### config.mk
export PLATFORM = sky130hd
export DESIGN_NAME = imu_bias_correct
export DESIGN_NICKNAME = d
export VERILOG_FILES = /design/src/rtl/imu_pkg.sv /design/src/rtl/sat_sub16.sv /design/src/rtl/imu_bias_correct.sv
export SDC_FILE = /design/constraint.sdc
export NUM_CORES = 1
export LEC_CHECK = 0
export ABC_AREA = 1
export ABC_CLOCK_PERIOD_IN_PS = 6400
export BUFFER_PORTS_ARGS = -buffer_cell sky130_fd_sc_hd__buf_2
export CORE_MARGIN = 2
export CORE_UTILIZATION = 62
export CTS_CLUSTER_SIZE = 28
export DETAILED_ROUTE_END_ITERATION = 8
export PLACE_DENSITY = 0.88
export SYNTH_ARGS = -nofsm -noshare
export SYNTH_HDL_FRONTEND = slang
export SYNTH_SLANG_ARGS = --single-unit
### constraint.sdc
create_clock -name clk_in -period 6.4 [get_ports clk_in]
set_clock_uncertainty 0.2 [all_clocks]
set_input_delay 0.32 -clock clk_in [delete_from_list [all_inputs] [get_ports clk_in]]
set_output_delay 0.32 -clock clk_in [all_outputs]
set_load 0.03 [all_outputs]
### src/rtl/imu_pkg.sv
// Shared definitions for the IMU bias-correction pipeline.
// Word width, channel map, saturation limits and FSM encoding.
package imu_pkg;

    localparam int W     = 16;
    localparam int SW    = W + 2;
    localparam int NCH   = 7;
    localparam int ACC_Z = 2;

    // Limits at working width so the offset add cannot wrap.
    localparam logic signed [SW-1:0] SAT_MAX = 18'sd32767;
    localparam logic signed [SW-1:0] SAT_MIN = -18'sd32768;

    typedef logic signed [W-1:0] word_t;

    typedef enum logic [1:0] {
        ST_IDLE = 2'd0,
        ST_LOAD = 2'd1,
        ST_RUN  = 2'd2
    } state_t;

endpackage

### src/rtl/sat_sub16.sv
// Raw minus bias, plus a constant offset, saturated to a signed 16-bit word.
// Purely combinational; the caller registers the result.
module sat_sub16
    import imu_pkg::*;
#(
    parameter logic signed [W-1:0] OFFSET = '0
) (
    input  logic signed [W-1:0] i_raw,
    input  logic signed [W-1:0] i_bias,
    output logic signed [W-1:0] o_res
);

    logic signed [W:0]    w_diff;
    logic signed [SW-1:0] w_sum;

    assign w_diff = {i_raw[W-1], i_raw} - {i_bias[W-1], i_bias};
    assign w_sum  = {w_diff[W], w_diff} + {{2{OFFSET[W-1]}}, OFFSET};

    always_comb begin
        o_res = w_sum[W-1:0];
        if (w_sum > SAT_MAX) begin
            o_res = SAT_MAX[W-1:0];
        end else if (w_sum < SAT_MIN) begin
            o_res = SAT_MIN[W-1:0];
        end
    end

endmodule

### src/rtl/imu_bias_correct.sv
// Latches calibration biases, then streams bias-corrected IMU samples
// through a two-stage pipeline with a sample counter.
module imu_bias_correct
    import imu_pkg::*;
#(
    parameter logic signed [15:0] ACC_Z_OFFSET = 16'sd0,
    parameter int                 CNT_W        = 16
) (
    input  logic                clk_in,
    input  logic                rst_n,
    input  logic signed [15:0]  acc_x_in,
    input  logic signed [15:0]  acc_y_in,
    input  logic signed [15:0]  acc_z_in,
    input  logic signed [15:0]  temp_in,
    input  logic signed [15:0]  gyro_x_in,
    input  logic signed [15:0]  gyro_y_in,
    input  logic signed [15:0]  gyro_z_in,
    input  logic                i2c_ack_5_pos_in,
    input  logic                calib_done_in,
    input  logic                key_flag_in,
    input  logic signed [15:0]  acc_x_bias_in,
    input  logic signed [15:0]  acc_y_bias_in,
    input  logic signed [15:0]  acc_z_bias_in,
    input  logic signed [15:0]  temp_bias_in,
    input  logic signed [15:0]  gyro_x_bias_in,
    input  logic signed [15:0]  gyro_y_bias_in,
    input  logic signed [15:0]  gyro_z_bias_in,
    output logic signed [15:0]  acc_x_out,
    output logic signed [15:0]  acc_y_out,
    output logic signed [15:0]  acc_z_out,
    output logic signed [15:0]  temp_out,
    output logic signed [15:0]  gyro_x_out,
    output logic signed [15:0]  gyro_y_out,
    output logic signed [15:0]  gyro_z_out,
    output logic                data_valid_out,
    output logic [CNT_W-1:0]    sample_cnt_out,
    output logic                running_out
);

    state_t            r_state;
    logic              r_running;
    logic              r_s1_vld;
    logic              r_valid;
    logic [CNT_W-1:0]  r_cnt;
    word_t             r_bias [NCH];
    word_t             r_s1   [NCH];
    word_t             r_out  [NCH];
    word_t             w_raw  [NCH];
    word_t             w_bin  [NCH];
    word_t             w_corr [NCH];
    logic              w_leave;
    logic              w_accept;
    logic              w_fire;
    logic              w_start;

    assign w_raw = '{acc_x_in, acc_y_in, acc_z_in, temp_in,
                     gyro_x_in, gyro_y_in, gyro_z_in};
    assign w_bin = '{acc_x_bias_in, acc_y_bias_in, acc_z_bias_in,
                     temp_bias_in, gyro_x_bias_in, gyro_y_bias_in,
                     gyro_z_bias_in};

    assign w_leave  = (r_state == ST_RUN) && (key_flag_in || !calib_done_in);
    assign w_accept = (r_state == ST_RUN) && !key_flag_in && i2c_ack_5_pos_in;
    assign w_start  = (r_state == ST_IDLE) && calib_done_in;
    // A stage-1 sample only completes if the FSM stays in RUN.
    assign w_fire   = r_s1_vld && (r_state == ST_RUN) && !w_leave;

    always_ff @(posedge clk_in or negedge rst_n) begin
        if (!rst_n) begin
            r_state   <= ST_IDLE;
            r_running <= 1'b0;
            for (int i = 0; i < NCH; i++) r_bias[i] <= '0;
        end else begin
            unique case (r_state)
                ST_IDLE: begin
                    if (calib_done_in) r_state <= ST_LOAD;
                end
                ST_LOAD: begin
                    r_bias    <= w_bin;
                    r_state   <= ST_RUN;
                    r_running <= 1'b1;
                end
                ST_RUN: begin
                    if (w_leave) begin
                        r_state   <= ST_IDLE;
                        r_running <= 1'b0;
                    end
                end
                default: begin
                    r_state   <= ST_IDLE;
                    r_running <= 1'b0;
                end
            endcase
        end
    end

    always_ff @(posedge clk_in or negedge rst_n) begin
        if (!rst_n) begin
            r_s1_vld <= 1'b0;
            r_valid  <= 1'b0;
            r_cnt    <= '0;
            for (int i = 0; i < NCH; i++) begin
                r_s1[i]  <= '0;
                r_out[i] <= '0;
            end
        end else begin
            r_s1_vld <= w_accept;
            r_valid  <= w_fire;
            if (w_accept) r_s1 <= w_raw;
            if (w_fire) r_out <= w_corr;
            if (w_start) begin
                r_cnt <= '0;
            end else if (w_fire) begin
                r_cnt <= r_cnt + CNT_W'(1);
            end
        end
    end

    for (genvar g = 0; g < NCH; g++) begin : g_ch
        sat_sub16 #(
            .OFFSET (g == ACC_Z ? ACC_Z_OFFSET : 16'sd0)
        ) u_sat (
            .i_raw  (r_s1[g]),
            .i_bias (r_bias[g]),
            .o_res  (w_corr[g])
        );
    end

    assign acc_x_out      = r_out[0];
    assign acc_y_out      = r_out[1];
    assign acc_z_out      = r_out[2];
    assign temp_out       = r_out[3];
    assign gyro_x_out     = r_out[4];
    assign gyro_y_out     = r_out[5];
    assign gyro_z_out     = r_out[6];
    assign data_valid_out = r_valid;
    assign sample_cnt_out = r_cnt;
    assign running_out    = r_running;

endmodule
==> results of run 1 <==
[cell usage in the layout (no fill, tap or decap), types with 6 or more instances in the layout]
cell and instances:
sky130_fd_sc_hd__clkbuf_16 41, sky130_fd_sc_hd__dfrtp_1 357, sky130_fd_sc_hd__buf_4 6, sky130_fd_sc_hd__and2_1 12, sky130_fd_sc_hd__a21boi_1 9, sky130_fd_sc_hd__or2_2 75
sky130_fd_sc_hd__diode_2 8, sky130_fd_sc_hd__nor2_1 216, sky130_fd_sc_hd__xnor2_1 17, sky130_fd_sc_hd__nand3b_1 15, sky130_fd_sc_hd__a21oi_2 10, sky130_fd_sc_hd__xor2_1 48
sky130_fd_sc_hd__o21bai_1 14, sky130_fd_sc_hd__clkbuf_8 10, sky130_fd_sc_hd__dlygate4sd3_1 227, sky130_fd_sc_hd__a21oi_1 236, sky130_fd_sc_hd__nor3_1 14, sky130_fd_sc_hd__ha_1 113
sky130_fd_sc_hd__inv_1 394, sky130_fd_sc_hd__nand3_1 76, sky130_fd_sc_hd__o21ai_0 28, sky130_fd_sc_hd__nand2_2 18, sky130_fd_sc_hd__clkinv_2 8, sky130_fd_sc_hd__mux2_2 7
sky130_fd_sc_hd__fa_1 7, sky130_fd_sc_hd__buf_2 357, sky130_fd_sc_hd__nand2_1 1027
[cells in the mapped netlist, drive strengths merged, types with 15 or more instances]
| cell | number | share of area [%] |
|---|---|---|
| buf | 31 | 1.1 |
| dfrtp | 357 | 43 |
| nor2 | 222 | 4.2 |
| nand2 | 1046 | 19 |
| nand3 | 80 | 2.0 |
| inv | 398 | 7.1 |
| xnor2 | 17 | 0.71 |
| clkbuf | 47 | 0.84 |
| a21oi | 246 | 6.1 |
| ha | 113 | 6.8 |
| xor2 | 48 | 2.0 |
| nand3b | 15 | 0.54 |
| or2 | 76 | 2.3 |
| o21ai | 35 | 0.93 |
| nor3 | 18 | 0.53 |
[worst min path at each step]
stage | startpoint | slack, ns | cells past startpoint | end
after floorplan | rst_n | -0.18 | 0 | acc_x_out[0]
after global placement | running_out | 0.25 | 2 | running_out
after detailed placement | running_out | 0.26 | 2 | running_out
after CTS | key_flag_in | 0.01 | 6 | running_out
after global routing | key_flag_in | 0.07 | 6 | running_out
final | key_flag_in | 0.06 | 6 | running_out
[final cells by class]
class / count / share of cell area, %
clock buffers: 54 / 4.42
clock inverters: 17 / 0.583
multi-input cells: 1993 / 38.0
inverters: 399 / 5.64
flip-flops and latches: 357 / 33.6
diodes: 8 / 0.0752
well taps: 448 / 2.11
repair buffers: 593 / 15.6
[critical path: stages (launching register included)]
cell                      delay [ns]
sky130_fd_sc_hd__dfrtp_1        0.44
sky130_fd_sc_hd__inv_1          0.16
sky130_fd_sc_hd__nand3_2        0.14
sky130_fd_sc_hd__nor2_4         0.11
sky130_fd_sc_hd__buf_4          0.58
sky130_fd_sc_hd__inv_2          0.56
sky130_fd_sc_hd__a21oi_1        0.47
sky130_fd_sc_hd__nand2_1        0.15
sky130_fd_sc_hd__nand2_1        0.09
[per-stage QoR]
| stage | hold slack, ns | worst slack (ns) | total power, mW | utilization (%) |
|---|---|---|---|---|
| final | 0.0596 | 3.37 | 15.0 | 79.7 |
| after global routing | 0.0652 | 3.22 | 16.2 | 79.7 |
| after CTS | 0.0148 | 3.47 | 14.5 | 79.7 |
| after detailed placement | 0.261 | 3.53 | 12.0 | 68.9 |
| after global placement | 0.252 | 3.62 | 11.7 | 68.9 |
| after floorplan | -0.176 | 4.05 | 10.1 | - |
[cells by family (layout without fill, tap and decap cells)]
group,after synthesis,in the layout,synth area share [%]
flip-flops,357,357,42.7
AND/OR/NAND/NOR,1482,1482,29.3
adder cells (fa/ha/maj),120,120,7.43
other,0,8,0
buffers and inverters,477,1063,9.07
multiplexers,7,7,0.377
XOR/XNOR,65,65,2.72
AO/OA/AOI/OAI,319,319,8.38
[state kept, by name (all words and copies together) (netlist names)]
register	cells
acc_y_out	16
r_s1_vld	1
r_bias	112
acc_x_out	16
sample_cnt_out	16
gyro_z_out	16
gyro_x_out	16
temp_out	16
data_valid_out	1
running_out	1
gyro_y_out	16
acc_z_out	16
r_s1	112
r_state	2
[report_power, final]
part	leakage (nW)	total, mW	switching, mW	internal, mW
Sequential	4.44	3.67	0.525	3.15
Clock	0.650	2.38	1.00	1.37
Combinational	10.5	8.97	5.89	3.08
[per-layer routing]
| metal | track usage (%) | up-vias | routed length [um] |
|---|---|---|---|
| li1 | - | 9810 | - |
| met1 | 44.3 | 9973 | 24600 |
| met2 | 66.1 | 1315 | 33000 |
| met3 | 9.30 | 393 | 6240 |
| met4 | 27.4 | 2 | 5430 |
| met5 | 0 | - | 11 |
[timing repair]
action,in CTS,in global routing
hold endpoints to repair,354,0
hold buffers,227,0
setup buffers,0,0
==> summary.txt, run 1 <==
Area taken by flip-flops and latches: 8930 sq um
Type of the worst setup path: reg2reg
Die height: 188 um
Syn Std Cell Area: 20900 sq um
Synth Register Bits: 357
Number of levels in the clock H-tree: 2
Antenna-violating nets left: 0
Number of global-route vias before repair: 22.1k
Power density over the cells: 565 nW/um^2
Clock sink count: 357
Footprint of the multi-input gates: 10100 sq um
Clock Root Buffer: sky130_fd_sc_hd__clkbuf_16
Routed via count divided by cell count: 5.56
Final-report hold violation count: 0
Area enclosed by the die boundary: 35200 sq um
Final weighted congestion in routability-driven placement: 0.927
Number of warnings issued by yosys: 0
Number of buffers between clock root and the deepest sink: 3
Pleak: 15.6 nW
Crit-path max FO: 74
Finished Cell Area: 26600 sq um
Post-cts repair resize count: 0
Top-level I/O count: 359
Initial Utilization: 62.7%
Overall track demand over capacity in global routing: 39.3%
Average size of a mapped cell: 7.40 sq um
Number of violations reported at the end of detailed-routing iteration 0: 1934
Share of flip-flops with an asynchronous set or reset after synthesis: 100%
Least-Margin Pin Slew: 1.06 ns
Count of standard-cell rows: 67
First-pass iteration count of the detailed router: 6
Overall routed net length: 69300 um
Count of nets after finishing: 3733
Register-to-Register Setup Slack: 3.37 ns
Worst reg2reg endpoint: gyro_x_out[1]
Kind of capture point of the worst setup path: register
Number of cells after detailed placement: 3563
Fraction of layout instances using a drive strength above 1: 16.7%
Clock transition at path regs: 0.07 ns
Largest net degree at the start of global routing: 149
Initial antenna violation count: 8
Crit path launch type: register
F_max: 330 MHz
Wire length of the first global-routing pass: 111000 um
Number of filler cells placed in the layout: 2057
Core outline area: 33400 sq um
Signed area change from the synthesized netlist to the final layout: 27.3%
Final period util: 47.3%
Clock tree from TritonCTS: done
Number of nets produced by synthesis: 3176
Post-synth EDFFs: 0
Number of instances in the synthesized netlist: 2827
Launch point of the critical path: r_state[0]
Total congestion overflow after global routing: 0
Capture point of the worst path: gyro_x_out[1]
HPWL after detailed placement: 40700 um
Cts bufs inserted: 40
Number of maximum-capacitance violations: 0
Count of final max-slew check failures: 0
Accumulated negative setup slack: 0 ns
Normalized max-slew margin: 29.2%
Required time worst endpoint: 6.69 ns
Cell depth of the worst flop-to-flop path: 8
Worst min path class: in2reg
Commonest register cell after synthesis: sky130_fd_sc_hd__dfrtp_1
Vias after detailed routing: 21.5k
WL/cell: 17.9 um
Unrepaired setup endpoints after global routing: no
Post-detailed-route DRC marker count: 0
Sequential fraction of the synthesis area: 42.7%
IO buf count: 358
Number of distinct library cells after synthesis: 47
Horizontal die dimension: 188 um
Placed cell areas: 23000 sq um
Worst ir drop on vdd: 0.000317 V
Outcome: complete, no violations
Crit path arrival time: 3.32 ns
Later-pin clock latency in the skew report: 0.55 ns
Final cell count without fillers: 3869
Startpoint of the worst register-to-register path: r_state[0]
Final setup violation count: 0
Time the final worst path needs with I/O delays and setup: 3.03 ns
Power figures use the tool's default switching activity.
==> run 2: changes to the inputs <==
- ABC_CLOCK_PERIOD_IN_PS: 6400 -> 2700
- CORE_UTILIZATION: 62 -> 52
- PLACE_DENSITY: 0.88 -> 0.79
- clock period: 6.4 -> 2.7 ns (I/O delays scaled with it)
==> run 2 against run 1 <==
Routed wire length shrank 6.2%. Design area grew 3.0%. Sequential cell count is the same. Final cell count grew 3.3%. Utilization shrank 11 points. Largest cell class unchanged.
==> summary.txt, run 2 (same netlist as run 1, synthesis figures left out) <==
Outcome: complete, no violations
Number of filler cells placed in the layout: 3001 (+46%)
Required time worst endpoint: 2.99 ns (-3.70 ns)
Clock sink count: 357 (unchanged)
Number of global-route vias before repair: 21.3k (-3.5%)
Largest net degree at the start of global routing: 99 (-34%)
Time the final worst path needs with I/O delays and setup: 2.57 ns (-0.460 ns)
Clock tree from TritonCTS: done
Final setup violation count: 0 (unchanged)
Part of the total power dissipated in the clock network: 16.1% (+0.3 points)
Vias after detailed routing: 20.6k (-4.0%)
Area enclosed by the die boundary: 41800 sq um (+19%)
Worst reg2reg endpoint: gyro_z_out[14]
Hold depth: 5 (-1)
Met1 track demand over resource in global routing: 37.1% (-7.2 points)
Cts bufs inserted: 41 (+2.5%)
WL/cell: 16.3 um (-9.1%)
Crit-path max FO: 15 (-80%)
Count of final max-slew check failures: 0 (unchanged)
Worst setup slack before clock tree synthesis: 0.00802 ns (-3.52 ns)
F_max: 389 MHz (+18%)
Final weighted congestion in routability-driven placement: 0.922 (-0.57%)
Most frequent CP cell: sky130_fd_sc_hd__nand2_1
Count of standard-cell rows: 73 (+9.0%)
Final worst hold slack: 0.0144 ns (-0.0451 ns)
GR Layer Usage met2: 51.8% (-14 points)
Most Used Layer, Global Route: met2
Top-level I/O count: 359 (unchanged)
Final period util: 95.2% (+48 points)
Initial antenna violation count: 3 (-5)
First-pass iteration count of the detailed router: 7 (+1)
Core outline area: 39700 sq um (+19%)
Crit path launch type: register
Logic gate share of total power: 59.7% (about the same)
Post-detailed-route DRC marker count: 0 (unchanged)
Fraction of layout instances using a drive strength above 1: 17.1% (+0.39 points)
Number of maximum-capacitance violations: 0 (unchanged)
Pleak: 15.9 nW (+1.5%)
Worst ir drop on vdd: 0.000736 V (+130%)
Count of nets after finishing: 3783 (+1.3%)
Commonest non-fill, non-tap cell in the layout: sky130_fd_sc_hd__nand2_1
Chain of cells forming the critical path: ha_1 > fa_1 > inv_1 > nand3_1 > nand2_2 > nand2_1 > nand2_2 > nand2_1 > nand2_1 > nand2_1 > nand2_2 > nor2_4 > buf_12 > nor2_1 > nor2_1 > nor2_1
Final-report hold violation count: 0 (unchanged)
Overall track demand over capacity in global routing: 31.3% (-8.0 points)
Worst min path class: in2reg
Startpoint of the worst register-to-register path: r_bias[0]
Normalized max-slew margin: 57.7% (+28 points)
Number of levels in the clock H-tree: 2 (unchanged)
Worst-case setup margin in the final layout: 0.129 ns (-3.24 ns)
Top Registers: r_bias (112), r_s1 (112)
Cell internal pwr: 18.4 mW (+140%)
Later-pin clock latency in the skew report: 0.56 ns (about the same)
Antenna-violating nets left: 0 (unchanged)
Initial Utilization: 52.6% (-10 points)
Routing usage on met3: 8.35% (-0.95 points)
Signed area change from the synthesized netlist to the final layout: 31.1%
Number of violations reported at the end of detailed-routing iteration 0: 1294 (-33%)
Routed via count divided by cell count: 5.17 (-7.0%)
Overall routed net length: 65100 um (-6.2%)
Total congestion overflow after global routing: 0 (unchanged)
IO buf count: 358 (unchanged)
Crit path arrival time: 2.86 ns (-0.46 ns)
Launch instance of the worst min-delay path: i2c_ack_5_pos_in
Delay contributed by the slowest stage of the critical path: 0.41 ns (-0.17 ns)
Wire length of the first global-routing pass: 105000 um (-5.6%)
Clock Root Buffer: sky130_fd_sc_hd__clkbuf_16
Clock transition at path regs: 0.06 ns (about the same)
Most frequent cells in the layout: sky130_fd_sc_hd__nand2_1, sky130_fd_sc_hd__inv_1, sky130_fd_sc_hd__dfrtp_1, sky130_fd_sc_hd__buf_2, sky130_fd_sc_hd__dlygate4sd3_1
Number of buffers added for setup after CTS: 0 (unchanged)
Register-to-Register Setup Slack: 0.13 ns (-3.24 ns)
Master of the slowest instance on the critical path: sky130_fd_sc_hd__fa_1
Number of buffers between clock root and the deepest sink: 3 (unchanged)
HPWL after detailed placement: 43000 um (+5.5%)
Power dissipated by switching net loads: 17.0 mW (+130%)
Horizontal die dimension: 205 um (+9.0%)
Kind of capture point of the worst setup path: register
Die height: 205 um (+9.0%)
Portion of total power attributed to sequential cells: 24.3% (-0.2 points)
Endpoint with the worst hold slack: r_s1[36]
Type of the worst setup path: reg2reg
Least-Margin Pin Slew: 0.634 ns (-0.427 ns)
Power density over the cells: 1290 nW/um^2 (+130%)
Switching Fraction: 47.9% (-1.5 points)
Cell depth of the worst flop-to-flop path: 16 (+8)
-- run 2: cell count changes in the layout (fill, tap and decap cells not counted), sizes merged --
cell | previous run | this run
inv | 400 | 399
bufinv | 2 | 3
diode | 8 | 6
clkinvlp | 5 | 2
buf | 366 | 385
dlygate4sd3 | 227 | 257
clkbuf | 54 | 62
clkinv | 9 | 6
-- run 2: area by class of cell --
class / instances / area (sq um) / share of cell area [%]
Tap cell: 525 / 657 / 2.40
Clock inverter: 11 / 143 / 0.520
Clock buffer: 62 / 1220 / 4.44
Antenna cell: 6 / 15.0 / 0.0548
Timing Repair Buffer: 642 / 4750 / 17.3
Inverter: 399 / 1500 / 5.47
Sequential cell: 357 / 8930 / 32.6
Multi-Input combinational cell: 1993 / 10200 / 37.2
-- run 2: worst max-delay path: cells and delay by family (launching register included) --
family | cells | cell delay (ns)
buffers and inverters | 2 | 0.22
adders and majority gates | 2 | 0.63
DFF | 1 | 0.39
and+or+nand+nor | 12 | 1.07
-- run 2: power by group through the flow --
stage,clock [mW],sequential [mW],combinational [mW]
floorplan,0,9.15,14.7
global placement,0,8.51,19.6
detailed placement,0,8.59,20.0
CTS,5.76,8.54,20.4
global route,5.99,8.81,23.7
finish,5.68,8.60,21.1
-- run 2: worst max-delay path by stage --
stage	startpoint	to	slack, ns	depth (start not counted)
after detailed placement	r_bias[32]	gyro_x_out[13]	0.008	15
after CTS	r_bias[0]	gyro_z_out[2]	0.02	15
after global placement	r_bias[32]	gyro_x_out[11]	0.14	15
after floorplan	r_bias[32]	gyro_x_out[7]	0.35	16
final	r_bias[0]	gyro_z_out[14]	0.13	16
after global routing	r_s1[32]	gyro_x_out[6]	-0.04	16
-- run 2: timing repair --
item                                    CTS  global route
gates resized for setup                   1            21
pin swaps                                 0             3
endpoints found under the hold margin   594             0
endpoints found under the setup margin    3            93
hold buffers                            257             0
-- run 2: routing by layer --
layer	vias to the layer above	routed length, um
met1	9628	25800
met3	247	5180
li1	9928	-
met5	-	0
met2	838	30400
met4	0	3650
-- run 2: through the flow --
stage	setup TNS (ns)	instance area [sq um]	util (%)	total power, mW	cells
2_1_floorplan	0	20900	-	23.9	2827
3_3_place_gp	0	23400	58.8	28.1	3659
3_5_place_dp	0	23400	58.8	28.6	3659
4_1_cts	0	27300	68.7	34.7	3989
5_1_grt	-0.0778	27400	69.0	38.5	3992
6_report	0	27400	69.0	35.4	3995
==> run 3: changes to the inputs <==
- HOLD_SLACK_MARGIN: unset -> 0.08
- SLEW_MARGIN: unset -> 25
==> run 3 against run 2 <==
Utilization up 2.3 points. Clock power up 1%. Die area unchanged. Design area up 3.3%. Critical endpoint is now gyro_x_out[13].
==> summary.txt, run 3 (same netlist as run 1, synthesis figures left out) <==
Outcome: complete, no violations
IO buf count: 358 (unchanged)
Total congestion overflow after global routing: 0 (unchanged)
Top Registers: r_bias (112), r_s1 (112)
Least-Margin Pin Slew: 0.646 ns (+0.0117 ns)
Count of final max-slew check failures: 0 (unchanged)
Power density over the cells: 1300 nW/um^2 (+0.79%)
Final period util: 97.3% (+2.1 points)
Launch point of the critical path: r_bias[32]
Capture point of the worst path: gyro_x_out[13]
CP Depth: 15 (-1)
Bufs and invs on worst path: 0 (-2)
Number of cells after detailed placement: 3659 (unchanged)
HPWL after detailed placement: 43000 um (unchanged)
Post-detailed-route DRC marker count: 0 (unchanged)
F_max: 381 MHz (-2.2%)
Vias after detailed routing: 21.5k (+4.2%)
Number of maximum-capacitance violations: 0 (unchanged)
Required time worst endpoint: 2.94 ns (-0.05 ns)
Wire length of the first global-routing pass: 110000 um (+4.9%)
Kind of capture point of the worst setup path: register
Commonest non-fill, non-tap cell in the layout: sky130_fd_sc_hd__nand2_1
Finished Cell Area: 28300 sq um (+3.3%)
Crit path launch type: register
Count of standard-cell rows: 73 (unchanged)
First-pass iteration count of the detailed router: 9 (+2)
Worst ir drop on vdd: 0.000755 V (+2.6%)
Count of nets after finishing: 3872 (+2.4%)
Normalized max-slew margin: 56.9% (-0.78 points)
Switching Fraction: 47.8% (-0.13 points)
Startpoint of the worst register-to-register path: r_bias[32]
Clock transition at path regs: 0.06 ns (about the same)
Final weighted congestion in routability-driven placement: 0.922 (unchanged)
Initial antenna violation count: 3 (unchanged)
Final-report hold violation count: 0 (unchanged)
Core outline area: 39700 sq um (unchanged)
Routed via count divided by cell count: 5.27 (+2.0%)
Footprint of the multi-input gates: 10200 sq um (+0.17%)
Register-to-Register Setup Slack: 0.07 ns (-0.06 ns)
Area enclosed by the die boundary: 41800 sq um (unchanged)
Horizontal die dimension: 205 um (unchanged)
Final worst hold slack: 0.125 ns (+0.110 ns)
Most frequent CP cell: sky130_fd_sc_hd__nand2_1
Antenna-violating nets left: 0 (unchanged)
Placed cell areas: 23400 sq um (unchanged)
Part of the total power dissipated in the clock network: 15.6% (-0.5 points)
Portion of total power attributed to sequential cells: 23.5% (-0.8 points)
Cts bufs inserted: 41 (unchanged)
Chain of cells forming the critical path: ha_2 > fa_2 > nand3b_1 > nand2_2 > nand2_1 > nand2_2 > nand2_1 > nand2_1 > nand2_1 > nand2_2 > nand2_2 > nand2_1 > nand2_1 > nand2_1 > nand2_1
Later-pin clock latency in the skew report: 0.57 ns (about the same)
Die height: 205 um (unchanged)
Number of levels in the clock H-tree: 2 (unchanged)
Overall track demand over capacity in global routing: 33.0% (+1.7 points)
Number of violations reported at the end of detailed-routing iteration 0: 1528 (+18%)
Initial Utilization: 52.6% (unchanged)
Crit path arrival time: 2.87 ns (about the same)
WL/cell: 16.9 um (+3.5%)
Signed area change from the synthesized netlist to the final layout: 35.4%
Top-level I/O count: 359 (unchanged)
Crit-path max FO: 6 (-9)
Power dissipated by switching net loads: 17.6 mW (+3.8%)
Fraction of the core area covered by cells at the end of the flow: 71.3% (+2.3 points)
Clock tree from TritonCTS: done
Clock Root Buffer: sky130_fd_sc_hd__clkbuf_16
Fraction of layout instances using a drive strength above 1: 16.9% (-0.26 points)
Delay contributed by the slowest stage of the critical path: 0.41 ns (about the same)
Cell depth of the worst flop-to-flop path: 15 (-1)
Most frequent cells in the layout: sky130_fd_sc_hd__nand2_1, sky130_fd_sc_hd__inv_1, sky130_fd_sc_hd__buf_2, sky130_fd_sc_hd__dfrtp_1, sky130_fd_sc_hd__dlygate4sd3_1
Time the final worst path needs with I/O delays and setup: 2.63 ns (+0.0572 ns)
Overall routed net length: 68900 um (+5.8%)
Logic gate share of total power: 60.9% (+1.2 points)
Worst reg2reg endpoint: gyro_x_out[13]
Category of cells accounting for the largest share of critical-path delay: simple AND/OR/NAND/NOR gates
Pleak: 16.3 nW (+2.7%)
Cell internal pwr: 19.2 mW (+4.4%)
Worst min path class: in2reg
Master of the slowest instance on the critical path: sky130_fd_sc_hd__dfrtp_1
Final cell count without fillers: 4083 (+2.2%)
Accumulated negative setup slack: 0 ns (unchanged)
Number of global-route vias before repair: 22.2k (+4.2%)
Type of the worst setup path: reg2reg
Number of buffers between clock root and the deepest sink: 3 (unchanged)
Final setup violation count: 0 (unchanged)
Number of buffers added for setup after CTS: 0 (unchanged)
Largest net degree at the start of global routing: 99 (unchanged)
Clock sink count: 357 (unchanged)
Number of filler cells placed in the layout: 2861 (-4.7%)
Area taken by flip-flops and latches: 8930 sq um (about the same)
-- run 3: tightest hold or removal path: stages --
cell                            delay (ns)
sky130_fd_sc_hd__dlygate4sd3_1        0.51
sky130_fd_sc_hd__buf_2                0.09
sky130_fd_sc_hd__nand2_1              0.05
sky130_fd_sc_hd__o21ai_0              0.06
-- run 3: repair_timing --
item / CTS / global route
pin swaps: 0 / 5
gates resized for setup: 1 / 29
endpoints found under the setup margin: 3 / 109
hold buffers: 345 / 0
hold endpoints to repair: 614 / 0
cloned: 0 / 1
-- run 3: per-layer routing --
layer	share of wire [%]	wire length, um	GRT usage [%]
met1	39	26600	38.6
met2	47	32100	54.3
met3	8.3	5690	8.57
met4	6.5	4480	20.3
met5	0	0	0
-- run 3: metrics by stage --
stage          power (mW)  setup WS [ns]
4_1_cts              35.6         0.0169
5_1_grt              39.9        -0.0132
6_report             36.9         0.0720
2_1_floorplan        23.9          0.350
3_3_place_gp         28.1          0.138
3_5_place_dp         28.6        0.00802
-- run 3: how the worst min path moves through the flow --
stage | from | endpoint | slack [ns] | depth (start not counted)
finish | acc_y_in[1] | r_s1[81] | 0.12 | 4
global placement | rst_n | r_bias[52] | -0.04 | 1
floorplan | rst_n | acc_x_out[0] | -0.36 | 0
detailed placement | rst_n | r_bias[54] | -0.03 | 1
CTS | acc_z_in[8] | r_s1[72] | 0.08 | 4
global route | acc_y_in[1] | r_s1[81] | 0.12 | 4
-- run 3: cell type report --
| class | instances | share of cell area (%) |
|---|---|---|
| repair buffers | 730 | 19.9 |
| diodes | 5 | 0.0442 |
| inverters | 399 | 5.33 |
| flip-flops and latches | 357 | 31.6 |
| multi-input cells | 1994 | 36.0 |
| clock buffers | 62 | 4.30 |
| well taps | 525 | 2.32 |
| clock inverters | 11 | 0.504 |
-- run 3: power by group through the flow --
stage / Sequential (mW) / Combinational, mW / Clock [mW]
finish: 8.66 / 22.5 / 5.75
CTS: 8.54 / 21.3 / 5.76
floorplan: 9.15 / 14.7 / 0
global placement: 8.51 / 19.6 / 0
global route: 8.84 / 25.0 / 6.02
detailed placement: 8.59 / 20.0 / 0
